**config.mk**
```make
export PLATFORM = sky130hd
export DESIGN_NAME = deconv_result_writer
export DESIGN_NICKNAME = d
export VERILOG_FILES = /design/src/rtl/deconv_pkg.sv /design/src/rtl/deconv_col_slot_fifo.sv /design/src/rtl/deconv_result_writer.sv
export SDC_FILE = /design/constraint.sdc
export NUM_CORES = 2
export LEC_CHECK = 0
export ABC_AREA = 1
export ABC_CLOCK_PERIOD_IN_PS = 10420
export CAP_MARGIN = 20
export CORE_MARGIN = 5
export CORE_UTILIZATION = 25
export CTS_CLUSTER_SIZE = 25
export DETAILED_ROUTE_END_ITERATION = 8
export MAX_ROUTING_LAYER = met4
export PLACE_DENSITY = 0.49
export REMOVE_ABC_BUFFERS = 1
export SKIP_CTS_REPAIR_TIMING = 1
export SYNTH_ARGS = -nofsm -noshare
export SYNTH_HDL_FRONTEND = slang
export SYNTH_SLANG_ARGS = --single-unit
```
**constraint.sdc**
```tcl
create_clock -name i_clk -period 10.42 [get_ports i_clk]
set_clock_uncertainty 0.1 [all_clocks]
set_input_delay 2.084 -clock i_clk [delete_from_list [all_inputs] [get_ports i_clk]]
set_output_delay 2.084 -clock i_clk [all_outputs]
set_load 0.01 [all_outputs]
```
**src/rtl/deconv_pkg.sv**
```systemverilog
// rtl/deconv_pkg.sv - shared constants, state encoding and geometry helper for the deconv result writer
package deconv_pkg;

  localparam int N_CORES = 4;

  typedef logic [1:0] state_t;

  localparam state_t ST_IDLE = 2'd0;
  localparam state_t ST_RUN  = 2'd1;
  localparam state_t ST_DONE = 2'd2;

  // Output pixels per column once overlapping kernel footprints are merged.
  function automatic int calc_n_pix_out(input int size_of_feature,
                                        input int size_of_weight,
                                        input int stride);
    return size_of_feature * size_of_weight
         - (size_of_weight - stride) * (size_of_feature - 1);
  endfunction

endpackage

```
**src/rtl/deconv_col_slot_fifo.sv**
```systemverilog
// rtl/deconv_col_slot_fifo.sv - two-entry column-wide FIFO; push while full is accepted when a pop happens in the same cycle
module deconv_col_slot_fifo #(
  parameter int WIDTH = 128
) (
  input  logic             i_clk,
  input  logic             i_rst_n,
  input  logic             i_flush,
  input  logic             i_push,
  input  logic [WIDTH-1:0] i_push_data,
  input  logic             i_pop,
  output logic [WIDTH-1:0] o_head,
  output logic             o_full,
  output logic             o_empty
);

  logic [WIDTH-1:0] mem [2];
  logic             rd_ptr;
  logic             wr_ptr;
  logic [1:0]       count;
  logic             do_push;
  logic             do_pop;

  assign do_pop  = i_pop && (count != 2'd0);
  assign do_push = i_push && ((count != 2'd2) || do_pop);

  always_ff @(posedge i_clk) begin
    if (do_push) begin
      mem[wr_ptr] <= i_push_data;
    end
  end

  always_ff @(posedge i_clk or negedge i_rst_n) begin
    if (!i_rst_n) begin
      rd_ptr <= 1'b0;
      wr_ptr <= 1'b0;
      count  <= 2'd0;
    end else if (i_flush) begin
      rd_ptr <= 1'b0;
      wr_ptr <= 1'b0;
      count  <= 2'd0;
    end else begin
      if (do_push) begin
        wr_ptr <= ~wr_ptr;
      end
      if (do_pop) begin
        rd_ptr <= ~rd_ptr;
      end
      case ({do_push, do_pop})
        2'b10:   count <= count + 2'd1;
        2'b01:   count <= count - 2'd1;
        default: count <= count;
      endcase
    end
  end

  assign o_head  = mem[rd_ptr];
  assign o_full  = (count == 2'd2);
  assign o_empty = (count == 2'd0);

endmodule

```
**src/rtl/deconv_result_writer.sv**
```systemverilog
// rtl/deconv_result_writer.sv - buffers per-core deconvolution columns and drains them round-robin into a BRAM, one pixel per cycle
module deconv_result_writer
  import deconv_pkg::*;
#(
  parameter int PIX_WIDTH       = 16,
  parameter int SIZE_OF_FEATURE = 2,
  parameter int SIZE_OF_WEIGHT  = 3,
  parameter int STRIDE          = 1,
  parameter int BRAM_DATA_WIDTH = 32,
  parameter int ADDRESS_WIDTH   = 13,
  localparam int N_PIX_OUT      = calc_n_pix_out(SIZE_OF_FEATURE, SIZE_OF_WEIGHT, STRIDE)
) (
  input  logic                                      i_clk,
  input  logic                                      i_rst_n,
  input  logic [3:0]                                i_deconv_valid,
  input  logic [N_PIX_OUT*2*PIX_WIDTH*N_CORES-1:0]  i_deconv_col_result,
  input  logic                                      i_start,
  input  logic [ADDRESS_WIDTH-1:0]                  i_base_addr,
  input  logic [ADDRESS_WIDTH-1:0]                  i_region_stride,
  input  logic [15:0]                               i_cols_per_core,
  output logic                                      o_bram_en,
  output logic [BRAM_DATA_WIDTH/8-1:0]              o_bram_we,
  output logic [ADDRESS_WIDTH-1:0]                  o_bram_addr,
  output logic [BRAM_DATA_WIDTH-1:0]                o_bram_din,
  output logic                                      o_busy,
  output logic                                      o_done,
  output logic                                      o_overflow
);

  localparam int PW2   = 2 * PIX_WIDTH;
  localparam int COL_W = PW2 * N_PIX_OUT;
  localparam int PCW   = (N_PIX_OUT > 1) ? $clog2(N_PIX_OUT) : 1;
  localparam logic [PCW-1:0] LAST_PIX = PCW'(N_PIX_OUT - 1);

  if (BRAM_DATA_WIDTH != 2 * PIX_WIDTH) begin : g_width_check
    $error("deconv_result_writer: BRAM_DATA_WIDTH must equal 2*PIX_WIDTH");
  end

  state_t                   state;
  logic [ADDRESS_WIDTH-1:0] base_q;
  logic [ADDRESS_WIDTH-1:0] stride_q;
  logic [15:0]              cols_q;
  logic [15:0]              acc_cnt [N_CORES];
  logic [15:0]              col_idx [N_CORES];
  logic [1:0]               rr_ptr;
  logic                     active;
  logic [1:0]               cur_core;
  logic [PCW-1:0]           pix_cnt;
  logic                     overflow_q;

  logic [N_CORES-1:0]       fifo_push;
  logic [N_CORES-1:0]       fifo_pop;
  logic [N_CORES-1:0]       fifo_full;
  logic [N_CORES-1:0]       fifo_empty;
  logic [COL_W-1:0]         fifo_head [N_CORES];
  logic                     fifo_flush;
  logic [N_CORES-1:0]       core_complete;
  logic [N_CORES-1:0]       core_take;
  logic [N_CORES-1:0]       core_drop;
  logic [N_CORES-1:0]       core_written;
  logic                     all_done;

  logic                     arb_found;
  logic [1:0]               arb_sel;
  logic [1:0]               cand;
  logic                     write_en;
  logic [1:0]               write_core;
  logic [PCW-1:0]           write_pix;
  logic                     write_last;
  logic [COL_W-1:0]         head_sel;
  logic [PW2-1:0]           pixel;
  logic [ADDRESS_WIDTH-1:0] core_off;
  logic [ADDRESS_WIDTH-1:0] col_off;
  logic [ADDRESS_WIDTH-1:0] addr_calc;

  assign fifo_flush = (state == ST_IDLE) && i_start;

  for (genvar k = 0; k < N_CORES; k++) begin : g_core
    // A core that already has its quota accepted ignores further columns without flagging overflow.
    assign core_complete[k] = (acc_cnt[k] >= cols_q);
    assign core_take[k]     = (state == ST_RUN) && i_deconv_valid[k] && !core_complete[k];
    assign fifo_pop[k]      = write_en && write_last && (write_core == 2'(k));
    assign fifo_push[k]     = core_take[k] && (!fifo_full[k] || fifo_pop[k]);
    assign core_drop[k]     = core_take[k] && fifo_full[k] && !fifo_pop[k];
    assign core_written[k]  = (col_idx[k] >= cols_q);

    deconv_col_slot_fifo #(
      .WIDTH (COL_W)
    ) u_fifo (
      .i_clk       (i_clk),
      .i_rst_n     (i_rst_n),
      .i_flush     (fifo_flush),
      .i_push      (fifo_push[k]),
      .i_push_data (i_deconv_col_result[k*COL_W +: COL_W]),
      .i_pop       (fifo_pop[k]),
      .o_head      (fifo_head[k]),
      .o_full      (fifo_full[k]),
      .o_empty     (fifo_empty[k])
    );
  end

  assign all_done = &core_written;

  always_comb begin
    arb_found = 1'b0;
    arb_sel   = rr_ptr;
    cand      = rr_ptr;
    for (int i = 0; i < N_CORES; i++) begin
      cand = rr_ptr + 2'(i);
      if (!arb_found && !fifo_empty[cand]) begin
        arb_found = 1'b1;
        arb_sel   = cand;
      end
    end
  end

  // An idle drain engine starts pixel 0 of the arbitrated column in the same cycle, so columns go back to back.
  assign write_en   = (state == ST_RUN) && (active || arb_found);
  assign write_core = active ? cur_core : arb_sel;
  assign write_pix  = active ? pix_cnt : '0;
  assign write_last = (write_pix == LAST_PIX);
  assign head_sel   = fifo_head[write_core];
  assign pixel      = head_sel[write_pix*PW2 +: PW2];

  always_comb begin
    core_off  = stride_q * ADDRESS_WIDTH'(write_core);
    col_off   = ADDRESS_WIDTH'(col_idx[write_core]) * ADDRESS_WIDTH'(N_PIX_OUT);
    addr_calc = base_q + core_off + col_off + ADDRESS_WIDTH'(write_pix);
  end

  always_ff @(posedge i_clk or negedge i_rst_n) begin
    if (!i_rst_n) begin
      state      <= ST_IDLE;
      base_q     <= '0;
      stride_q   <= '0;
      cols_q     <= '0;
      rr_ptr     <= 2'd0;
      active     <= 1'b0;
      cur_core   <= 2'd0;
      pix_cnt    <= '0;
      overflow_q <= 1'b0;
      for (int k = 0; k < N_CORES; k++) begin
        acc_cnt[k] <= '0;
        col_idx[k] <= '0;
      end
    end else begin
      case (state)
        ST_IDLE: begin
          if (i_start) begin
            state      <= ST_RUN;
            base_q     <= i_base_addr;
            stride_q   <= i_region_stride;
            cols_q     <= i_cols_per_core;
            rr_ptr     <= 2'd0;
            active     <= 1'b0;
            pix_cnt    <= '0;
            overflow_q <= 1'b0;
            for (int k = 0; k < N_CORES; k++) begin
              acc_cnt[k] <= '0;
              col_idx[k] <= '0;
            end
          end
        end
        ST_RUN: begin
          if (all_done) begin
            state <= ST_DONE;
          end
          if (|core_drop) begin
            overflow_q <= 1'b1;
          end
          for (int k = 0; k < N_CORES; k++) begin
            if (fifo_push[k]) begin
              acc_cnt[k] <= acc_cnt[k] + 16'd1;
            end
          end
          if (write_en) begin
            if (write_last) begin
              active              <= 1'b0;
              pix_cnt             <= '0;
              col_idx[write_core] <= col_idx[write_core] + 16'd1;
              rr_ptr              <= write_core + 2'd1;
            end else begin
              active   <= 1'b1;
              cur_core <= write_core;
              pix_cnt  <= write_pix + PCW'(1);
            end
          end
        end
        ST_DONE: state <= ST_IDLE;
        default: state <= ST_IDLE;
      endcase
    end
  end

  assign o_bram_en   = write_en;
  assign o_bram_we   = {(BRAM_DATA_WIDTH/8){write_en}};
  assign o_bram_addr = write_en ? addr_calc : '0;
  assign o_bram_din  = write_en ? BRAM_DATA_WIDTH'(pixel) : '0;
  assign o_busy      = (state != ST_IDLE);
  assign o_done      = (state == ST_DONE);
  assign o_overflow  = overflow_q;

endmodule

```
==> metrics.md <==
| Metric | Value |
|---|---|
| Peak Freq | roughly 110 MHz |
| DR WL/cell | ~24 um |
| Placed instance area | about 0.065 mm2 |
| Worst skew pair latency | 0.78 ns |
| XOR/XNOR Fraction of Synth Area | 0.485% |
| Largest family of logic cells by synthesized area | simple AND/OR/NAND/NOR gates |
| Final setup fails | 0 |
| Starting DRT DRC Count | 2749 |
| Syn Area/Cell | ~12 um2 |
| Final Max Tran Viols | 0 |
| Chip height | between 400 and 500 um |
| CTS sink count | 1220 |
| Status | completed |
| Largest net degree at the start of global routing | 200 |
| PwrDens | ~330 mW/mm2 |
| Final HPWL from detailed placement | around 130000 um |
| Count leader, synth | edfxtp_1 |
| HP Class | flop to flop |
| Grt ovf | 0 |
| Post-Synth Simple-Gate Area | a little under an eighth |
| Critical path peak fanout | 50 |
| Final net count | slightly below 6000 |
| YS warnings | 0 |
| Worst stage delay on the critical path | 0.55 ns |
| Worst-path clk slew | around 0.06 ns |
| Peak supply drop | 0.302 mV |
| Area share of the largest cell type after synthesis | approximately 55% |
| Post-Synthesis Cells | roughly 4600 |
| P_leak | ~0.025 uW |
| Root Driver | clkbuf_16 |
| Crit path top cell by count | nand2_1 |
| Area leader, netlist | edfxtp_1 |
| Post-synthesis sequential area ratio | roughly 64% |
| First-pass GRT wire length | between 200000 and 300000 um |
| Vias | around 38000 |
| Post-Layout Cell Count | around 8300 |
| Buffers on Ports | 613 |
| Async SR Flop Fraction | roughly 16% |
| Num ports | ~610 |
| Synth-to-Final Area Change | 25.9% |
| First-pass DRT Iterations | 5 |
| CTS tree | done |
| ANT nets after route | 0 |
| Design Area, Final | approximately 0.07 mm2 |
| Die ar. | between 0.2 and 0.25 mm2 |
| Initial antenna violation count | 90 |
| Worst slack, placed | ~2 ns |
| Hold Fails Final Rpt | 0 |
| Synth Area in Adders | under 10% |
| RSZ-0062 raised after global routing | no |
| Synth area leaders | edfxtp_1 (55%), dfrtp_1 (8.8%), mux2i_1 (5.4%) |
| Setup crit end kind | primary output |
| Die Wd | just under 500 um |
| Core area | about 0.22 mm2 |
| Synth unique cells | a little under 60 |
| WP data arrival | 6.97 ns |
| Initial Util | between 20% and 30% |
| Fin crit share | 87.8% |
| Site Rows | about 170 |
| Vias/cell | about 4.6 |
| Tmin final | 9.15 ns |
| Gp weighted congestion | 0.843 |
| Vias in the first global route | slightly below 40000 |
| Most frequent cells after synthesis | edfxtp_1 (1024), nand2_1 (703), mux2i_1 (303) |
| Finished Core Util | a little under a third |
| Placed Cells incl. Taps | around 8000 |
| Final WS setup | around 1.3 ns |
| Worst Path Required | ~8.2 ns |
| Fraction of layout cells with a size suffix above 1 | about 10% |
| Routed WL | between 150000 and 200000 um |
| Post-synthesis mux area share | approximately 8.8% |
| Netlist Area Pre-Place | approximately 0.056 mm2 |
| Number of buffers created by CTS | between 100 and 150 |
| CTS H-Tree Depth | 4 |
| Slowest-stage cell, CP | clkdlybuf4s50_1 |
| Top_reg_cell synth | edfxtp_1 |
| Slew @ Worst Pin | 1.25 ns |
| Clk buf depth | 3 |
| Synth Area in Compound Gates | between 7 and 8% |
| Slew HR | around 17% |
| #FFs+latches synth | 1220 |
| DRC violations left | 0 |
| Worst setup SP type | flop |
| Max_cap viols | 0 |
| WS Path Type | flop to primary output |
| Total GRT Usage | between 10% and 20% |
| EDFF count, synth | slightly above 1000 |
## metal layers
metal,up-vias,track usage (%),wire length (um)
met5,-,-,0
met4,0,3.99,3920
met3,239,5.13,13900
met2,1000,27.7,94300
met1,18946,20.9,84400
li1,17791,-,-
## path summary, 6_finish.rpt
check                             from                     endpoint  slack, ns  cells after the start
setup / recovery             rr_ptr[0]              o_bram_addr[11]       1.27                     33
hold reg to reg            col_idx[32]                  col_idx[32]       0.39                      2
hold / removal             col_idx[32]                  col_idx[32]       0.39                      2
setup reg to reg             rr_ptr[0]  g_core[3].u_fifo.mem[1][68]       3.80                     21
min in group asynchronous      i_rst_n                   cols_q[13]       1.37                      1
max in group asynchronous      i_rst_n      g_core[1].u_fifo.rd_ptr       7.46                      2
## power by group
part | leakage, uW | internal (uW) | switching, uW
clock | 0.00224 | 2790 | 2180
combinational | 0.0110 | 3660 | 7060
sequential | 0.0121 | 6870 | 510
## through the flow
| stage | power [uW] | hold WS, ns | TNS, ns |
|---|---|---|---|
| final | 23100 | 0.394 | 0 |
| after CTS | 23500 | 0.400 | 0 |
| after floorplan | 14000 | 0.346 | -827.10 |
| after global routing | 24700 | 0.430 | 0 |
| after global placement | 18400 | 0.363 | 0 |
| after detailed placement | 18400 | 0.386 | 0 |
## registers in the layout (all words and copies together) (netlist names), 8 cells and up
signal,cells
col_idx,64
stride_q,13
base_q,13
g_core.u_fifo.mem,1024
acc_cnt,64
cols_q,16
g_core.u_fifo.count,8
## cells in the final DEF, fill, tap and decap left out, types with 136 or more instances in the layout
cell type        count
edfxtp_1          1024
nand2_1            700
clkdlybuf4s50_1    612
mux2i_1            303
nand3_1            287
o21ai_0            285
nor2_1             282
inv_1              276
dfrtp_1            192
mux2_2             166
o211ai_1           158
ha_1               151
clkbuf_16          147
a21oi_1            136
## area by class of cell
class                      instances  area [um2]
timing repair buffer             674        6740
antenna                           81         203
multi-input combinational       2821       18100
clock inverter                    75         797
inverter                         288        1090
clock buffer                     194        3910
fill                           22527      152000
sequential                      1220       35700
tap                             2975        3720
## logic make-up after synthesis
| group | after synthesis |
|---|---|
| AND/OR/NAND/NOR | 1465 |
| flip-flops | 1220 |
| AO/OA/AOI/OAI | 683 |
| buffers and inverters | 514 |
| multiplexers | 469 |
| adder cells (fa/ha/maj) | 174 |
| XOR/XNOR | 30 |
## critical path: cells and delay by family, from the launching register on
family / cells / cell delay [ns]
AOI/OAI and AO/OA: 6 / 0.97
buffers and inverters: 6 / 1.34
and+or+nand+nor: 17 / 1.64
DFF: 1 / 0.53
adders and majority gates: 4 / 1.64
(Power assumes the default switching activity.)
